**config.mk**
```make
export PLATFORM = sky130hd
export DESIGN_NAME = mem_arbiter
export DESIGN_NICKNAME = d
export VERILOG_FILES = /design/src/rtl/mem_arbiter.sv
export SDC_FILE = /design/constraint.sdc
export NUM_CORES = 1
export LEC_CHECK = 0
export CAP_MARGIN = 10
export CORE_MARGIN = 2
export CORE_UTILIZATION = 37
export DETAILED_ROUTE_END_ITERATION = 6
export PLACE_DENSITY = 0.8
export SLEW_MARGIN = 5
export SYNTH_ARGS = -nofsm -noshare
export SYNTH_HDL_FRONTEND = slang
export SYNTH_SLANG_ARGS = --single-unit
```
**constraint.sdc**
```tcl
create_clock -name Clk -period 1.7 [get_ports Clk]
set_input_delay 0.34 -clock Clk [delete_from_list [all_inputs] [get_ports Clk]]
set_output_delay 0.34 -clock Clk [all_outputs]
set_load 0.02 [all_outputs]
```
**src/rtl/mem_arbiter.sv**
```systemverilog
// Two-port memory arbiter: a fetch port (read-only) and a data port (load/store)
// are serialised into one-cycle accesses on a single 16-bit word memory.
// Params: MEM_BYTES (capacity), ROM_BYTES (first writable byte).
// Ports: Clk/ResetN; fetch FReq/FAddr -> FAck/FData/FErr;
//        data DReq/DWe/DAddr/DWData -> DAck/DRData/DErr;
//        memory bus MemAddr/MemInData/MemWrite/MemRead <- MemOut; Busy.
// Option: define MEMARB_RR_EN for round-robin tie breaking (default: data wins).
module mem_arbiter #(
    parameter int MEM_BYTES = 40,
    parameter int ROM_BYTES = 6
) (
    input  logic        Clk,
    input  logic        ResetN,
    input  logic        FReq,
    input  logic [15:0] FAddr,
    output logic        FAck,
    output logic [15:0] FData,
    output logic        FErr,
    input  logic        DReq,
    input  logic        DWe,
    input  logic [15:0] DAddr,
    input  logic [15:0] DWData,
    output logic        DAck,
    output logic [15:0] DRData,
    output logic        DErr,
    output logic [15:0] MemAddr,
    output logic [15:0] MemInData,
    output logic        MemWrite,
    output logic        MemRead,
    input  logic [15:0] MemOut,
    output logic        Busy
);

    typedef enum logic [1:0] {
        IDLE   = 2'd0,
        ACCESS = 2'd1,
        RESP   = 2'd2
    } state_t;

    localparam logic [15:0] MaxAddr = 16'(MEM_BYTES - 2);
    localparam logic [15:0] RomLim  = 16'(ROM_BYTES);

    state_t      state;
    state_t      stateNext;
    logic [15:0] latAddr;
    logic [15:0] latWData;
    logic        latWe;
    logic        latBad;
    logic        latData;
    logic        pickData;
    logic [15:0] selAddr;
    logic        selWe;
    logic        selBad;
    logic        anyReq;
    logic [15:0] rdWord;

    assign anyReq = FReq | DReq;

`ifdef MEMARB_RR_EN
    // Last-served port; reset value 0 (fetch) makes data win the first tie.
    logic lastData;

    always_comb pickData = DReq & (~FReq | ~lastData);

    always_ff @(posedge Clk or negedge ResetN) begin
        if (!ResetN) begin
            lastData <= 1'b0;
        end else if (state == IDLE && anyReq) begin
            lastData <= pickData;
        end
    end
`else
    always_comb pickData = DReq;
`endif

    always_comb begin
        selAddr = pickData ? DAddr : FAddr;
        selWe   = pickData & DWe;
        selBad  = (selAddr > MaxAddr) | (selWe & (selAddr < RomLim));
    end

    always_ff @(posedge Clk or negedge ResetN) begin
        if (!ResetN) begin
            state <= IDLE;
        end else begin
            state <= stateNext;
        end
    end

    always_comb begin
        stateNext = state;
        unique case (state)
            IDLE:    if (anyReq) stateNext = ACCESS;
            ACCESS:  stateNext = RESP;
            RESP:    stateNext = IDLE;
            default: stateNext = IDLE;
        endcase
    end

    // Bus and handshake outputs are pure decodes of state and the latch.
    always_comb begin
        MemAddr   = 16'h0;
        MemInData = 16'h0;
        MemWrite  = 1'b0;
        MemRead   = 1'b0;
        FAck      = 1'b0;
        FErr      = 1'b0;
        DAck      = 1'b0;
        DErr      = 1'b0;
        Busy      = (state != IDLE);
        if (state == ACCESS) begin
            MemAddr  = latAddr;
            MemWrite = ~latBad & latWe;
            MemRead  = ~latBad & ~latWe;
            if (MemWrite) MemInData = latWData;
        end
        if (state == RESP) begin
            DAck = latData;
            DErr = latData & latBad;
            FAck = ~latData;
            FErr = ~latData & latBad;
        end
    end

    assign rdWord = (latBad | latWe) ? 16'h0 : MemOut;

    always_ff @(posedge Clk or negedge ResetN) begin
        if (!ResetN) begin
            latAddr  <= 16'h0;
            latWData <= 16'h0;
            latWe    <= 1'b0;
            latBad   <= 1'b0;
            latData  <= 1'b0;
            FData    <= 16'h0;
            DRData   <= 16'h0;
        end else begin
            if (state == IDLE && anyReq) begin
                latAddr  <= selAddr;
                latWData <= DWData;
                latWe    <= selWe;
                latBad   <= selBad;
                latData  <= pickData;
            end
            if (state == ACCESS) begin
                if (latData) DRData <= rdWord;
                else         FData  <= rdWord;
            end
        end
    end

endmodule

```
==> Word-level counts from Yosys, hierarchy flattened <==
Index checks and enable logic that the tools add are counted.
{ "classes": {"magnitude_cmp": 2, "mux": 13, "reduce_logical": 5, "n_bitwise": 12, "n_eq_ne": 3} }
{ "ops": {"columns": ["op", "n"], "rows": [
  ["16-bit 2-to-1 mux", 5],
  ["16-bit by 6-bit > comparator with 1-bit output, second input constant", 1],
  ["16-bit by 3-bit < comparator with 1-bit output, second input constant", 1],
  ["1-bit AND", 6],
  ["1-bit 2-to-1 mux", 6],
  ["2-bit case mux with 2 select lines", 1],
  ["2-bit AND reduction", 2],
  ["1-bit inverter", 3],
  ["1-bit OR", 3],
  ["2-bit by 1-bit == test with 1-bit output, second input constant", 1],
  ["2-bit == test, second input constant", 1],
  ["2-bit logical NOT", 1],
  ["2-bit 2-to-1 mux", 1],
  ["2-bit != test, second input constant", 1],
  ["2-bit nonzero test", 1],
  ["1-bit logical AND", 1]
]} }
{ "word_totals": {"word_cells": 43, "inputBits": 69, "output_inout_bits": 71, "register_bits": 69} }

==> Logic depth before layout (Yosys ltp) <==
Gate-level depths: netlist (run 1).
{ "logic_depth": {"word_depth": 4, "ltp_mapped": 6, "mapped_depth_nobuf": 4} }

==> Worst setup path before layout (run 1) <==
Ideal clock, no wire load.
{ "synth_timing": {"path_type": "register to output", "startpoint": "register state[1]", "endpoint": "output MemInData[10]", "stages_incl_launch_ff": 5, "required_time_ns": 1.360, "setup_slack_ns": -0.105, "path_buffers": 1, "arrival_ns": 1.465, "cell_sequence": "dfrtp_1 nor2b_1 nor3b_2 clkbuf_1 and2_1"} }
{ "synth_via": {"elab_chain_len": 2} }
{ "synth_rtl": {"columns": ["item", "line_no", "rtl"], "rows": [
  ["from (decl)", "43", "state_t state;"],
  ["from (signal assigned)", "86", "state <= stateNext;"],
  ["2-bit by 1-bit == test with 1-bit output", "111", "if (state == ACCESS) begin"],
  ["16-bit 2-to-1 mux", "111", null],
  ["to (decl)", "27", "output logic [15:0] MemInData,"]
]} }
Every way passes these cells.

==> Worst setup path after layout (run 1) <==
{ "layout_timing": {"startpoint": "register state[1]", "endpoint": "output MemInData[12]"} }
The elaborated chain is that of the path after synthesis.

==> results.cfg, run 1 <==
[drt]
firstDrtPassIters = 4
postRouteAntennaNets = 0
drc_errors = 0
drt_wl_total_mm = 8.521
detail_route.wl_per_cell_um = 14.87
num_vias = 2747
vias_per_cell = 4.794
drt_iter0_markers = 46

[grt]
grt_pass1_wl_mm = 12.97
grt_max_degree = 70
use_met1 = 0.2207
use_met3 = 0.04868
grt_use_met2 = 0.3298
overflow = 0
antenna_found_initial = 0
top_usage_layer = met2
grt_pass1_vias = 2734
grtUsageTotal = 0.1878

[setup_path]
crit_path_top_delay_cell = dfrtp_1
cp.depth = 5
crit_required_ns = 1.36
arrival_ns = 1.59
reg2reg_slack_ns = 0.09
path_buf_inv = 2
crit_family = simple AND/OR/NAND/NOR gates
worst_path_most_repeated_cell = buf_6
critPathMaxFanout = 5
reg2regPathDepth = 9
criticalPathCategory = register to output port
cp_cell_sequence = nor2b_2 -> nor3b_4 -> buf_6 -> and2_4 -> buf_6
end_kind = output port
cpPeakStageDelay_ns = 0.39
start_kind = register

[clocking]
clk_latency_ns = 0.33
clkTransAtPathRegs_ns = 0.08
cts-root-buf = clkbuf_8
cts_sinks = 69
cts_buffers = 9
cts_tree = yes
htree_levels = 3
cts_buffer_depth = 2

[place]
placedCellCount = 549
portBuffers = 139
globalplace.congestion = 0.7769
post-place-ws_ns = -0.3884
dp_hpwl_mm = 5.841
placed_area_sq_um = 4727

[status]
violations = negative setup slack
status = finished with violations

[synthesis]
syn_inst = 299
yosysWarnings = 0
synth_cell_types = 28
syn_nets = 368
ys_ff_latch = 69
synth.avg_cell_area_sq_um = 10.23
netlist_area_sq_um = 3059
synth-seq-area-share = 0.5644

[sta]
finalHoldViolCount = 0
fmax_ghz = 0.5191
worst_pin_slew_ns = 0.4429
slew_headroom = 0.7020
setup_viol = 34
period_needed_ns = 1.927
fin_skew_ns = 0.01092
fin_crit_sh = 1.133
maxSlewViolCount = 0
rsz0062_at_grt = true
setup_ws_ns = -0.2265

[cells_and_area]
final_nets = 532
antennaDiodeCount = 0
layout_common_cells = clkdlybuf4s50_1, dfrtp_1, nand2_1
design_area_sq_um = 5230
area_growth_pct = 70.96
finalNonFillerCells = 573
mostFrequentLayoutCell = clkdlybuf4s50_1
drive_above_1_share = 0.2628

[floorplan]
fp.dieW_um = 94.93
die-height_um = 94.93
core_sq_um = 8134
num_rows = 33
dieArea_sq_um = 9012
pin_count = 140
initial_core_util = 0.3761

[run]
drv_cap = 0

[hold_path]
min_path_type = input pin to async pin

[power]
total_power_mw = 6.726
ir_drop_uv = 733.5
p_leak_nw = 2.435
powerDensity_nw_per_um2 = 1286
-- power breakdown --
part	internal, mW	total [mW]	switching (mW)	leakage, nW
Sequential	2.09	2.33	0.240	0.868
Combinational	1.51	2.92	1.41	1.46
Clock	0.833	1.47	0.637	0.110
-- repair_timing --
action                     CTS  global route
gates cloned                 4             1
setup buffers                3             0
resized for setup          263            24
setup endpoints to repair   40            71
hold buffers                 0             0
pin swaps                   16             6
-- layout make-up --
type / count / area (sq um)
Clock inverter: 7 / 98.84
Tap cell: 105 / 131.4
Fill cell: 655 / 2904
Timing Repair Buffer: 171 / 1780
Sequential cell: 69 / 1727
Inverter: 2 / 7.507
Clock buffer: 9 / 123.9
Multi-Input combinational cell: 210 / 1361
-- per-layer routing --
metal  share of wire  up-vias  routed length [um]
met5               0        -                   0
met4          0.0058        0                  49
met3           0.059        4                 505
met2            0.51       98                4337
met1            0.43     1295                3628
li1                -     1350                   -
-- cells by family after synthesis --
family,synth area share
AND/OR/NAND/NOR,0.1914
flip-flops,0.5644
AO/OA/AOI/OAI,0.1039
multiplexers,0.1112
buffers and inverters,0.02904
-- cell usage after synthesis (all sizes together) --
cell	count	share of area
nand2b	1	0.0020
nand2	53	0.065
clkbuf	10	0.012
nor2b	3	0.0061
o21a	1	0.0025
mux2i	16	0.052
o21ai	33	0.054
buf	8	0.014
inv	2	0.0025
and3	1	0.0020
and2	34	0.070
nor4	2	0.0041
nor3b	1	0.0041
nand4b	1	0.0029
a22o	1	0.0029
o32a	1	0.0033
dfrtp	69	0.56
nor2	19	0.023
nor4b	2	0.0057
a31oi	1	0.0020
a311o	2	0.0065
mux2	16	0.059
a21oi	17	0.028
a211oi	2	0.0049
or4	2	0.0049
nand3	1	0.0016
-- state kept, by name, indices dropped and copies added, names as in the netlist --
register,flops
DRData,16
FData,16
latAddr,16
latWData,16
state,2
latBad,1
latData,1
latWe,1
-- through the flow --
step,TNS (ns),utilization,hold WS (ns)
after global routing,-7.640,0.6430,0.03480
after floorplan,0,-,0.04441
after CTS,-5.833,0.6317,0.01838
after detailed placement,-16.82,0.5811,0.3906
final,-4.893,0.6430,0.005557
after global placement,-15.28,0.5811,0.3907
-- path summary, 6_finish.rpt --
kind	start	endpoint
worst min register to register	DRData[8]$_DFFE_PN0P_	DRData[8]$_DFFE_PN0P_
max in group asynchronous	ResetN	state[1]$_DFFE_PN0P_
worst max register to register	state[0]$_DFFE_PN0P_	DRData[1]$_DFFE_PN0P_
worst max-delay path	state[1]$_DFFE_PN0P_	MemInData[12]
min in group Clk	DAddr[9]	latAddr[9]$_DFFE_PN0P_
worst min-delay path	ResetN	latAddr[9]$_DFFE_PN0P_
Note: power is estimated with default switching activity, not from simulation.
==> inputs of run 2 (changes only) <==
--- a/config.mk
+++ b/config.mk
@@ -9,6 +9,7 @@
 export CORE_MARGIN = 2
 export CORE_UTILIZATION = 37
 export DETAILED_ROUTE_END_ITERATION = 6
+export GPL_ROUTABILITY_DRIVEN = 0
 export PLACE_DENSITY = 0.8
 export SLEW_MARGIN = 5
 export SYNTH_ARGS = -nofsm -noshare
==> results of run 2 <==
Final layout, timing and power as in run 1 (identical DEF).
